==> src/rtl/matmul_core_if.sv <==
// Memory-side port of matmul_core: one shared single-port data memory.
// Read data returns one cycle after the read strobe.
interface matmul_core_if #(
  parameter int unsigned ADDR_W = 16,
  parameter int unsigned DATA_W = 8,
  parameter int unsigned ACC_W  = 16
);
  logic [ADDR_W-1:0] mem_addr;
  logic              mem_rd_en;
  logic [DATA_W-1:0] mem_rd_data;
  logic              mem_wr_en;
  logic [ACC_W-1:0]  mem_wr_data;

  modport master (
    output mem_addr, mem_rd_en, mem_wr_en, mem_wr_data,
    input  mem_rd_data
  );

  modport slave (
    input  mem_addr, mem_rd_en, mem_wr_en, mem_wr_data,
    output mem_rd_data
  );
endinterface

==> src/rtl/matmul_core.sv <==
// Matrix-multiply engine: C = A x B over a shared single-port memory, one MAC per
// element pair, with saturating or wrapping accumulation and sticky status flags.
module matmul_core #(
  parameter int unsigned DATA_W = 8,
  parameter int unsigned ACC_W  = 16,
  parameter int unsigned ADDR_W = 16,
  parameter int unsigned DIM_W  = 8,
  parameter bit          SAT    = 1'b1
) (
  input  logic              clk,
  input  logic              rst_n,
  input  logic              start,
  input  logic [DIM_W-1:0]  dim_m,
  input  logic [DIM_W-1:0]  dim_k,
  input  logic [DIM_W-1:0]  dim_n,
  input  logic [ADDR_W-1:0] base_a,
  input  logic [ADDR_W-1:0] base_b,
  input  logic [ADDR_W-1:0] base_c,
  matmul_core_if.master     mem,
  output logic              busy,
  output logic              done,
  output logic              overflow,
  output logic              cfg_err
);
  localparam int unsigned PROD_W = 2 * DATA_W;
  localparam int unsigned SUM_W  = ACC_W + 1;

  typedef enum logic [2:0] {
    S_IDLE, S_FETCH_A, S_FETCH_B, S_MAC, S_WRITE, S_DONE
  } state_t;

  state_t state_q, state_nx;

  logic [DIM_W-1:0]  dm_q, dk_q, dn_q, dm_nx, dk_nx, dn_nx;
  logic [ADDR_W-1:0] ba_q, bb_q, bc_q, ba_nx, bb_nx, bc_nx;
  logic [DIM_W-1:0]  i_q, j_q, k_q, i_nx, j_nx, k_nx;
  logic [ACC_W-1:0]  acc_q, acc_nx;
  logic [DATA_W-1:0] a_q, a_nx;
  logic              ovf_q, ovf_nx, cerr_q, cerr_nx;

  logic              zero_dim, last_i, last_j, last_k;
  logic [PROD_W-1:0] prod;
  logic [SUM_W-1:0]  sum;

  assign zero_dim = (dim_m == '0) || (dim_k == '0) || (dim_n == '0);
  assign last_i   = (i_q == dm_q - DIM_W'(1));
  assign last_j   = (j_q == dn_q - DIM_W'(1));
  assign last_k   = (k_q == dk_q - DIM_W'(1));
  assign prod     = PROD_W'(a_q) * PROD_W'(mem.mem_rd_data);
  assign sum      = SUM_W'(acc_q) + SUM_W'(prod);

  // State register
  always_ff @(posedge clk or negedge rst_n) begin
    if (!rst_n) state_q <= S_IDLE;
    else        state_q <= state_nx;
  end

  // Next-state logic
  always_comb begin
    state_nx = state_q;
    case (state_q)
      S_IDLE:    if (start) state_nx = zero_dim ? S_DONE : S_FETCH_A;
      S_FETCH_A: state_nx = S_FETCH_B;
      S_FETCH_B: state_nx = S_MAC;
      S_MAC:     state_nx = last_k ? S_WRITE : S_FETCH_A;
      S_WRITE:   state_nx = (last_i && last_j) ? S_DONE : S_FETCH_A;
      S_DONE:    state_nx = S_IDLE;
      default:   state_nx = S_IDLE;
    endcase
  end

  // Datapath next values: job latch, loop counters, accumulator, flags
  always_comb begin
    dm_nx = dm_q; dk_nx = dk_q; dn_nx = dn_q;
    ba_nx = ba_q; bb_nx = bb_q; bc_nx = bc_q;
    i_nx = i_q; j_nx = j_q; k_nx = k_q;
    acc_nx = acc_q; a_nx = a_q;
    ovf_nx = ovf_q; cerr_nx = cerr_q;
    case (state_q)
      S_IDLE: if (start) begin
        dm_nx = dim_m; dk_nx = dim_k; dn_nx = dim_n;
        ba_nx = base_a; bb_nx = base_b; bc_nx = base_c;
        i_nx = '0; j_nx = '0; k_nx = '0; acc_nx = '0;
        ovf_nx = 1'b0;
        cerr_nx = zero_dim;
      end
      S_FETCH_B: a_nx = mem.mem_rd_data;
      S_MAC: begin
        if (sum[ACC_W]) begin
          ovf_nx = 1'b1;
          acc_nx = SAT ? {ACC_W{1'b1}} : sum[ACC_W-1:0];
        end else begin
          acc_nx = sum[ACC_W-1:0];
        end
        if (!last_k) k_nx = k_q + DIM_W'(1);
      end
      S_WRITE: begin
        acc_nx = '0;
        k_nx   = '0;
        if (!last_j) begin
          j_nx = j_q + DIM_W'(1);
        end else if (!last_i) begin
          j_nx = '0;
          i_nx = i_q + DIM_W'(1);
        end
      end
      default: ;
    endcase
  end

  always_ff @(posedge clk or negedge rst_n) begin
    if (!rst_n) begin
      dm_q <= '0; dk_q <= '0; dn_q <= '0;
      ba_q <= '0; bb_q <= '0; bc_q <= '0;
      i_q <= '0; j_q <= '0; k_q <= '0;
      acc_q <= '0; a_q <= '0;
      ovf_q <= 1'b0; cerr_q <= 1'b0;
    end else begin
      dm_q <= dm_nx; dk_q <= dk_nx; dn_q <= dn_nx;
      ba_q <= ba_nx; bb_q <= bb_nx; bc_q <= bc_nx;
      i_q <= i_nx; j_q <= j_nx; k_q <= k_nx;
      acc_q <= acc_nx; a_q <= a_nx;
      ovf_q <= ovf_nx; cerr_q <= cerr_nx;
    end
  end

  // Outputs are decoded from the upcoming state so they register in step with it
  logic [ADDR_W-1:0] addr_d;
  logic [ACC_W-1:0]  wdata_d;
  logic              rd_d, wr_d, busy_d, done_d;

  always_comb begin
    addr_d  = '0;
    wdata_d = '0;
    rd_d    = 1'b0;
    wr_d    = 1'b0;
    busy_d  = 1'b0;
    done_d  = 1'b0;
    case (state_nx)
      S_FETCH_A: begin
        rd_d   = 1'b1;
        busy_d = 1'b1;
        addr_d = ba_nx + ADDR_W'(i_nx) * ADDR_W'(dk_nx) + ADDR_W'(k_nx);
      end
      S_FETCH_B: begin
        rd_d   = 1'b1;
        busy_d = 1'b1;
        addr_d = bb_nx + ADDR_W'(k_nx) * ADDR_W'(dn_nx) + ADDR_W'(j_nx);
      end
      S_MAC: busy_d = 1'b1;
      S_WRITE: begin
        wr_d    = 1'b1;
        busy_d  = 1'b1;
        addr_d  = bc_nx + ADDR_W'(i_nx) * ADDR_W'(dn_nx) + ADDR_W'(j_nx);
        wdata_d = acc_nx;
      end
      S_DONE:  done_d = 1'b1;
      default: ;
    endcase
  end

  always_ff @(posedge clk or negedge rst_n) begin
    if (!rst_n) begin
      mem.mem_addr    <= '0;
      mem.mem_rd_en   <= 1'b0;
      mem.mem_wr_en   <= 1'b0;
      mem.mem_wr_data <= '0;
      busy            <= 1'b0;
      done            <= 1'b0;
    end else begin
      mem.mem_addr    <= addr_d;
      mem.mem_rd_en   <= rd_d;
      mem.mem_wr_en   <= wr_d;
      mem.mem_wr_data <= wdata_d;
      busy            <= busy_d;
      done            <= done_d;
    end
  end

  assign overflow = ovf_q;
  assign cfg_err  = cerr_q;

endmodule

==> src/flat_wrapper.sv <==
// flat-port wrapper written by rule: the top's interface ports become plain ports
module matmul_core_flat 
#(
  parameter int unsigned DATA_W = 8,
  parameter int unsigned ACC_W  = 16,
  parameter int unsigned ADDR_W = 16,
  parameter int unsigned DIM_W  = 8,
  parameter bit          SAT    = 1'b1
)
  (clk, rst_n, start, dim_m, dim_k, dim_n, base_a, base_b, base_c, busy, done, overflow, cfg_err, mem_mem_addr, mem_mem_rd_en, mem_mem_wr_en, mem_mem_wr_data, mem_mem_rd_data);
  matmul_core_if #(.ADDR_W(ADDR_W), .DATA_W(DATA_W), .ACC_W(ACC_W)) mem_i ();
  input  logic clk;
  input  logic rst_n;
  input  logic start;
  input  logic [DIM_W-1:0] dim_m;
  input  logic [DIM_W-1:0] dim_k;
  input  logic [DIM_W-1:0] dim_n;
  input  logic [ADDR_W-1:0] base_a;
  input  logic [ADDR_W-1:0] base_b;
  input  logic [ADDR_W-1:0] base_c;
  output logic busy;
  output logic done;
  output logic overflow;
  output logic cfg_err;
  output wire logic [$bits(mem_i.mem_addr)-1:0] mem_mem_addr;
  output wire logic [$bits(mem_i.mem_rd_en)-1:0] mem_mem_rd_en;
  output wire logic [$bits(mem_i.mem_wr_en)-1:0] mem_mem_wr_en;
  output wire logic [$bits(mem_i.mem_wr_data)-1:0] mem_mem_wr_data;
  input wire logic [$bits(mem_i.mem_rd_data)-1:0] mem_mem_rd_data;
  assign mem_mem_addr = mem_i.mem_addr;
  assign mem_mem_rd_en = mem_i.mem_rd_en;
  assign mem_mem_wr_en = mem_i.mem_wr_en;
  assign mem_mem_wr_data = mem_i.mem_wr_data;
  assign mem_i.mem_rd_data = mem_mem_rd_data;
  matmul_core #(.DATA_W(DATA_W), .ACC_W(ACC_W), .ADDR_W(ADDR_W), .DIM_W(DIM_W), .SAT(SAT)) u_core (.clk(clk), .rst_n(rst_n), .start(start), .dim_m(dim_m), .dim_k(dim_k), .dim_n(dim_n), .base_a(base_a), .base_b(base_b), .base_c(base_c), .mem(mem_i), .busy(busy), .done(done), .overflow(overflow), .cfg_err(cfg_err));
endmodule
==> config.mk <==
export PLATFORM = sky130hd
export DESIGN_NAME = matmul_core_flat
export DESIGN_NICKNAME = d
export VERILOG_FILES = /design/src/rtl/matmul_core_if.sv /design/src/rtl/matmul_core.sv /design/src/flat_wrapper.sv
export SDC_FILE = /design/constraint.sdc
export NUM_CORES = 1
export LEC_CHECK = 0
export ABC_AREA = 0
export BUFFER_PORTS_ARGS = -buffer_cell sky130_fd_sc_hd__buf_4
export CELL_PAD_IN_SITES_DETAIL_PLACEMENT = 1
export CELL_PAD_IN_SITES_GLOBAL_PLACEMENT = 1
export CORE_ASPECT_RATIO = 2
export CORE_MARGIN = 5
export CORE_UTILIZATION = 44
export DETAILED_ROUTE_END_ITERATION = 10
export GPL_ROUTABILITY_DRIVEN = 0
export PLACE_DENSITY = 0.89
export SLEW_MARGIN = 20
export SYNTH_ARGS = -nofsm -noshare
export SYNTH_HDL_FRONTEND = slang
export SYNTH_SLANG_ARGS = --single-unit
==> constraint.sdc <==
create_clock -name clk -period 6.6 [get_ports clk]
set_clock_uncertainty 0.1 [all_clocks]
set_input_delay 1.32 -clock clk [delete_from_list [all_inputs] [get_ports clk]]
set_output_delay 1.32 -clock clk [all_outputs]
set_load 0.1 [all_outputs]
==> metrics.yaml, run 1 <==
row_count: 104
cts_sinks: 161
clockBufferDepth: 2
synth-seq-cells: 161
die_w_um: 153
crit_path_max_incr_delay_ps: 590
crit_path_end_kind: "register"
core_area_um2: 40300
io_pins: 121
syn_avg_cell_area_um2: 9.22
critPathLaunchType: "register"
dr.pass1.iters: 6
wl_um: 82500
met1_length_um: 24900
async_reset_ff_frac: 1.00
grt_max_degree: 79
critPathArrivalTime_ps: 8150
max_clock_freq_ghz: 0.127
ys.flop_type: "dfrtp_1"
nets: 2813
drtIter0Drc: 1445
cp_slowest_cell: "fa_2"
hold_path_class: "reg -> reg"
timing.final.crit_share: 1.19
setup-violations-final: 12
grt_first_pass_wirelength_um: 119000
vias: 17300
clk_latency_ps: 510
top_layer: "met4"
die_area_um2: 45200
status: "finished with violations"
clkTransAtPathRegs_ps: 80
cap_violations: 0
netlist-cell-type-count: 94
path_common_cell: "inv_2"
syn_area_um2: 18000
synth_edf_count: 0
wl_met2_um: 41500
hold_viol: 0
rsz0062_at_grt: "true"
syn_nets: 2431
drive_gt1_frac: 0.273
antenna_found_initial: 2
wl_met3_um: 5480
synthCells: 1949
stdcell_area_um2: 23000
tightest_slew_ps: 936
gr-total-overflow: 0
path_class: "reg -> reg"
cts_root_buf: "clkbuf_16"
ys_seq_area_frac: 0.224
io_buffers: 120
required_ps: 6880
cts_made_buffers: 17
cts_max_level: 4
setup_slack_ps: -1280
tns_ps: -11340
worstPathMaxFanout: 5
via_per_inst: 6.02
wl_per_cell_um: 28.7
ant_nets: 0
yosysWarnings: 0
grt_pass1_vias: 20300
slew_viol_final: 0
maxSlewHeadroom: 0.374
track_usage: 0.351
dp_hpwl_um: 58400
initial_core_util: 0.445
syn_to_final_growth_pct: 27.9
die_h_um: 296
drc_errors: 0
cts_tree: "done"
min_period_ps: 7880
placed_cell_area_um2: 21400
failed_checks: "negative setup slack"
==> placed cells by master (no fill, tap or decap), types with 10 or more instances in the layout <==
master       n
buf_4      403
nand2b_1    10
nand3_1     15
inv_1      334
xnor2_1     48
and2_1      46
nand2_1    235
clkbuf_16   17
o21a_1      13
fa_1       210
xor2_1      27
nor3_1      19
mux2i_1     32
ha_1       175
a21oi_1     37
a21o_1      19
buf_6       10
inv_2       28
nor2_1     153
a31oi_1     20
o21ai_1     10
dfrtp_1    160
o21ai_0     31
nor2_2      13
mux2_2      10
==> cell families (layout without fill, tap and decap cells) <==
logic type,after synthesis,in the layout,synth area share
mux,48,48,0.0281
buf+inv,419,813,0.0906
xor+xnor,84,84,0.0410
simple gates,588,588,0.148
other cells,0,3,0
compound gates,250,251,0.0999
fa+ha+maj,399,399,0.368
flops,161,161,0.224
==> per-layer routing <==
layer	vias to the layer above	GRT usage
li1	6995	-
met4	0	0.348
met1	8524	0.318
met2	1144	0.632
met3	645	0.0752
met5	-	0
==> final cells by class <==
| type | instances | area [µm²] |
|---|---|---|
| fillers | 4597 | 17400 |
| diodes | 3 | 7.51 |
| well taps | 530 | 663 |
| clock buffers | 17 | 425 |
| inverters | 364 | 1370 |
| multi-input cells | 1370 | 13100 |
| repair buffers | 417 | 3220 |
| clock inverters | 15 | 173 |
| flip-flops and latches | 161 | 4030 |
==> cell usage after synthesis, types with 12 or more instances <==
master,count,area (µm²)
a21o_1,19,143
a21oi_1,46,230
a22oi_1,12,90.1
a31oi_1,23,144
and2_1,48,300
clkbuf_1,39,146
dfrtp_1,161,4030
fa_1,216,4320
ha_1,183,2290
inv_1,357,1340
mux2i_1,37,370
nand2_1,240,901
nand3_1,18,90.1
nor2_1,166,623
nor3_1,27,135
o21a_1,14,105
o21ai_0,44,220
xnor2_1,53,464
xor2_1,31,272
==> metrics by stage <==
stage	worst slack [ps]	hold WS [ps]	util	cells
after detailed placement	-1180	379	0.531	2803
after global placement	-819	368	0.531	2803
after global routing	-1360	423	0.569	2874
final	-1280	387	0.569	2877
after floorplan	-173	346	-	1949
after CTS	-962	398	0.557	2860
==> final timing paths <==
path / start / end / slack (ps) / depth (start not counted)
max: u_core.dk_q[1] / u_core.mem.mem_addr[14] / -1280 / 31
min: u_core.bc_q[1] / u_core.bc_q[1] / 390 / 2
max reg2reg: u_core.dk_q[1] / u_core.mem.mem_addr[14] / -1280 / 31
min reg2reg: u_core.bc_q[1] / u_core.bc_q[1] / 390 / 2
max in group asynchronous: rst_n / u_core.ba_q[14] / 4430 / 2
min in group asynchronous: rst_n / u_core.bc_q[5] / 750 / 1
==> worst max-delay path, delay by kind of cell, from the launching register on <==
kind                     cells  cell delay, ps
adder cells (fa/ha/maj)      7            3010
AO/OA/AOI/OAI               11            2270
AND/OR/NAND/NOR              3             900
buffers and inverters        9             820
flip-flops                   1             420
XOR/XNOR                     1             200
==> state kept, by name, indices dropped and copies added, names as in the netlist, 3 cells and up <==
register                cells
u_core.mem.mem_wr_data     16
u_core.dk_q                 8
u_core.a_q                  8
u_core.dn_q                 8
u_core.mem.mem_addr        16
u_core.dm_q                 8
u_core.k_q                  8
u_core.acc_q               16
u_core.i_q                  8
u_core.bc_q                16
u_core.ba_q                16
u_core.bb_q                16
u_core.state_q              3
u_core.j_q                  8
==> repair_timing <==
action                                  in CTS  in global routing
endpoints found under the setup margin      12                 13
hold buffers                                 0                  0
setup buffers                               24                 17
pin swaps                                   51                 60
resized for setup                           56                 95
gates cloned                                 1                  0
Power of run 1 is not shown: default switching activity piles up to over one toggle a cycle in this logic, so the estimate is an artifact.
==> inputs of run 2 (changes only) <==
--- a/config.mk
+++ b/config.mk
@@ -10,7 +10,6 @@
 export CELL_PAD_IN_SITES_DETAIL_PLACEMENT = 1
 export CELL_PAD_IN_SITES_GLOBAL_PLACEMENT = 1
 export CORE_ASPECT_RATIO = 2
-export CORE_MARGIN = 5
 export CORE_UTILIZATION = 44
 export DETAILED_ROUTE_END_ITERATION = 10
 export GPL_ROUTABILITY_DRIVEN = 0
==> constraint.sdc (replaced) <==
create_clock -name clk -period 6.6 [get_ports clk]
set_clock_uncertainty 0.1 [all_clocks]
set_input_delay 0.66 -clock clk [delete_from_list [all_inputs] [get_ports clk]]
set_output_delay 0.66 -clock clk [all_outputs]
set_load 0.1 [all_outputs]
==> run 2 against run 1 <==
Compared with the run above: the flow still finishes with violations (negative setup slack); cell count decreased by 1.4%; clock-buffer cell count unchanged; sequential cell count unchanged; hold slack got worse by 370 ps; via count increased by 1.6%; non-clock buffer count decreased by 36; critical endpoint unchanged.
==> metrics.yaml, run 2 (synthesis gave the netlist of run 1 again) <==
grt_pass1_vias: 19900  # was 20300
hold_path_class: "in -> async"  # was reg -> reg
clkTransAtPathRegs_ps: 70  # was 80 ps
hold_viol: 0  # unchanged
max_clock_freq_ghz: 0.126  # was 0.127 GHz
via_per_inst: 6.19  # was 6.02
die_w_um: 145  # was 153 µm
path_class: "reg -> reg"  # unchanged
critPathTopFamily: "adder cells"  # unchanged
cts_max_level: 4  # unchanged
layout_common_cells: "buf_4 (371), inv_1 (341), nand2_1 (232)"  # was buf_4 (403), inv_1 (334), nand2_1 (235)
grt_first_pass_wirelength_um: 116000  # was 119000 µm
min_period_ps: 7910  # was 7880 ps
final_common_cell: "buf_4"  # unchanged
timing.final.crit_share: 1.20  # was 1.19
track_usage: 0.389  # was 0.351
dr.pass1.iters: 5  # was 6
ant_nets: 0  # unchanged
r2r-end: "u_core.mem.mem_addr[14]"  # unchanged
critPathLaunchType: "register"  # unchanged
initial_core_util: 0.447  # was 0.445
die_area_um2: 41700  # was 45200 µm²
antenna_found_initial: 2  # unchanged
critPathArrivalTime_ps: 8180  # was 8150 ps
cts_sinks: 161  # unchanged
drtIter0Drc: 1268  # was 1445
rsz0062_at_grt: "true"  # unchanged
r2r_cells: 30  # was 31
drc_errors: 0  # unchanged
failed_checks: "negative setup slack"  # unchanged
setup_slack_ps: -1310  # was -1280 ps
crit_path_max_incr_delay_ps: 720  # was 590 ps
syn_to_final_growth_pct: 25.4  # was 27.9%
crit_path_end_kind: "register"  # unchanged
drive_gt1_frac: 0.251  # was 0.273
ff2ff_setup_slack_ps: -1310  # was -1280 ps
io_buffers: 120  # unchanged
core_area_um2: 40200  # was 40300 µm²
gr-total-overflow: 0  # unchanged
row_count: 104  # unchanged
regToRegStartpoint: "u_core.dk_q[0]"  # was u_core.dk_q[1]
tns_ps: -11890  # was -11340 ps
io_pins: 121  # unchanged
vias: 17600  # was 17300
path_buf_inv: 8  # was 9
crit_path_start: "u_core.dk_q[0]"  # was u_core.dk_q[1]
clk_latency_ps: 530  # was 510 ps
cts_made_buffers: 17  # unchanged
wl_um: 85400  # was 82500 µm
cap_violations: 0  # unchanged
required_ps: 6860  # was 6880 ps
fillerInstances: 4551  # was 4597
multi_input_area_um2: 13000  # was 13100 µm²
cts_root_buf: "clkbuf_16"  # unchanged
nets: 2776  # was 2813
dp_hpwl_um: 56600  # was 58400 µm
final_util: 0.560  # was 0.569
die_h_um: 288  # was 296 µm
critical_path_depth: 30  # was 31
clockBufferDepth: 2  # unchanged
wl_per_cell_um: 30.1  # was 28.7 µm
seq_area_um2: 4030  # about the same
worstSetupEndpoint: "u_core.mem.mem_addr[14]"  # unchanged
tightest_slew_ps: 1200  # was 936 ps
worstPathMaxFanout: 7  # was 5
status: "finished with violations"  # unchanged
setup-violations-final: 13  # was 12
maxSlewHeadroom: 0.194  # was 0.374
cp_slowest_cell: "fa_2"  # unchanged
grt_max_degree: 72  # was 79
cts_tree: "done"  # unchanged
slew_viol_final: 0  # unchanged
==> run 2: changes by cell type in the layout (fill, tap and decap cells not counted), moves of 7 or more <==
| cell | delta |
|---|---|
| nor2_2 | -11 |
| buf_4 | -32 |
| inv_2 | -7 |
| nor2_1 | +11 |
| inv_1 | +7 |
==> run 2: worst reg2reg max path, delay by kind of cell (launching register included) <==
kind                       cells  cell delay [ps]
AOI/OAI and AO/OA             11             2340
DFF                            1              430
buffers and inverters          8              740
adders and majority gates      7             3080
and+or+nand+nor                3              910
xor gates and xnor gates       1              170
==> run 2: cell type report <==
class / instances / share of cell area
timing repair buffer: 381 / 0.129
sequential: 161 / 0.179
tap: 530 / 0.0294
multi-input combinational: 1369 / 0.575
clock buffer: 17 / 0.0189
antenna: 1 / 0.000111
clock inverter: 15 / 0.00761
inverter: 364 / 0.0609
==> run 2: per-layer routing <==
layer | share of wire | vias up | GRT usage
li1 | - | 6901 | -
met4 | 0.13 | 4 | 0.419
met2 | 0.49 | 1291 | 0.661
met3 | 0.081 | 708 | 0.104
met1 | 0.30 | 8674 | 0.350
met5 | 0.00027 | - | 0
==> run 2: worst min-delay path by stage <==
stage,end,slack (ps),depth (start not counted)
2_1_floorplan,u_core.a_q[0],260,0
3_3_place_gp,u_core.cfg_err,370,1
3_5_place_dp,u_core.cfg_err,380,1
4_1_cts,u_core.mem.mem_addr[3],100,1
5_1_grt,u_core.mem.mem_addr[3],70,1
6_report,u_core.mem.mem_addr[3],10,1
==> run 2: what timing repair did <==
action | CTS | global route
setup endpoints to repair | 12 | 13
pin swaps | 49 | 29
buffers inserted | 19 | 14
hold buffers | 0 | 0
gates cloned | 0 | 0
resized for setup | 76 | 51
==> run 2: metrics by stage <==
step / worst slack [ps] / cells / hold WS, ps / instance area, µm²
floorplan: -209 / 1949 / 264 / 18100
global placement: -542 / 2773 / 369 / 21100
finish: -1310 / 2838 / 12.0 / 22500
CTS: -920 / 2824 / 104 / 22200
global route: -1490 / 2837 / 74.8 / 22500
detailed placement: -1110 / 2773 / 375 / 21100
Power of run 2 is left out for the same reason.
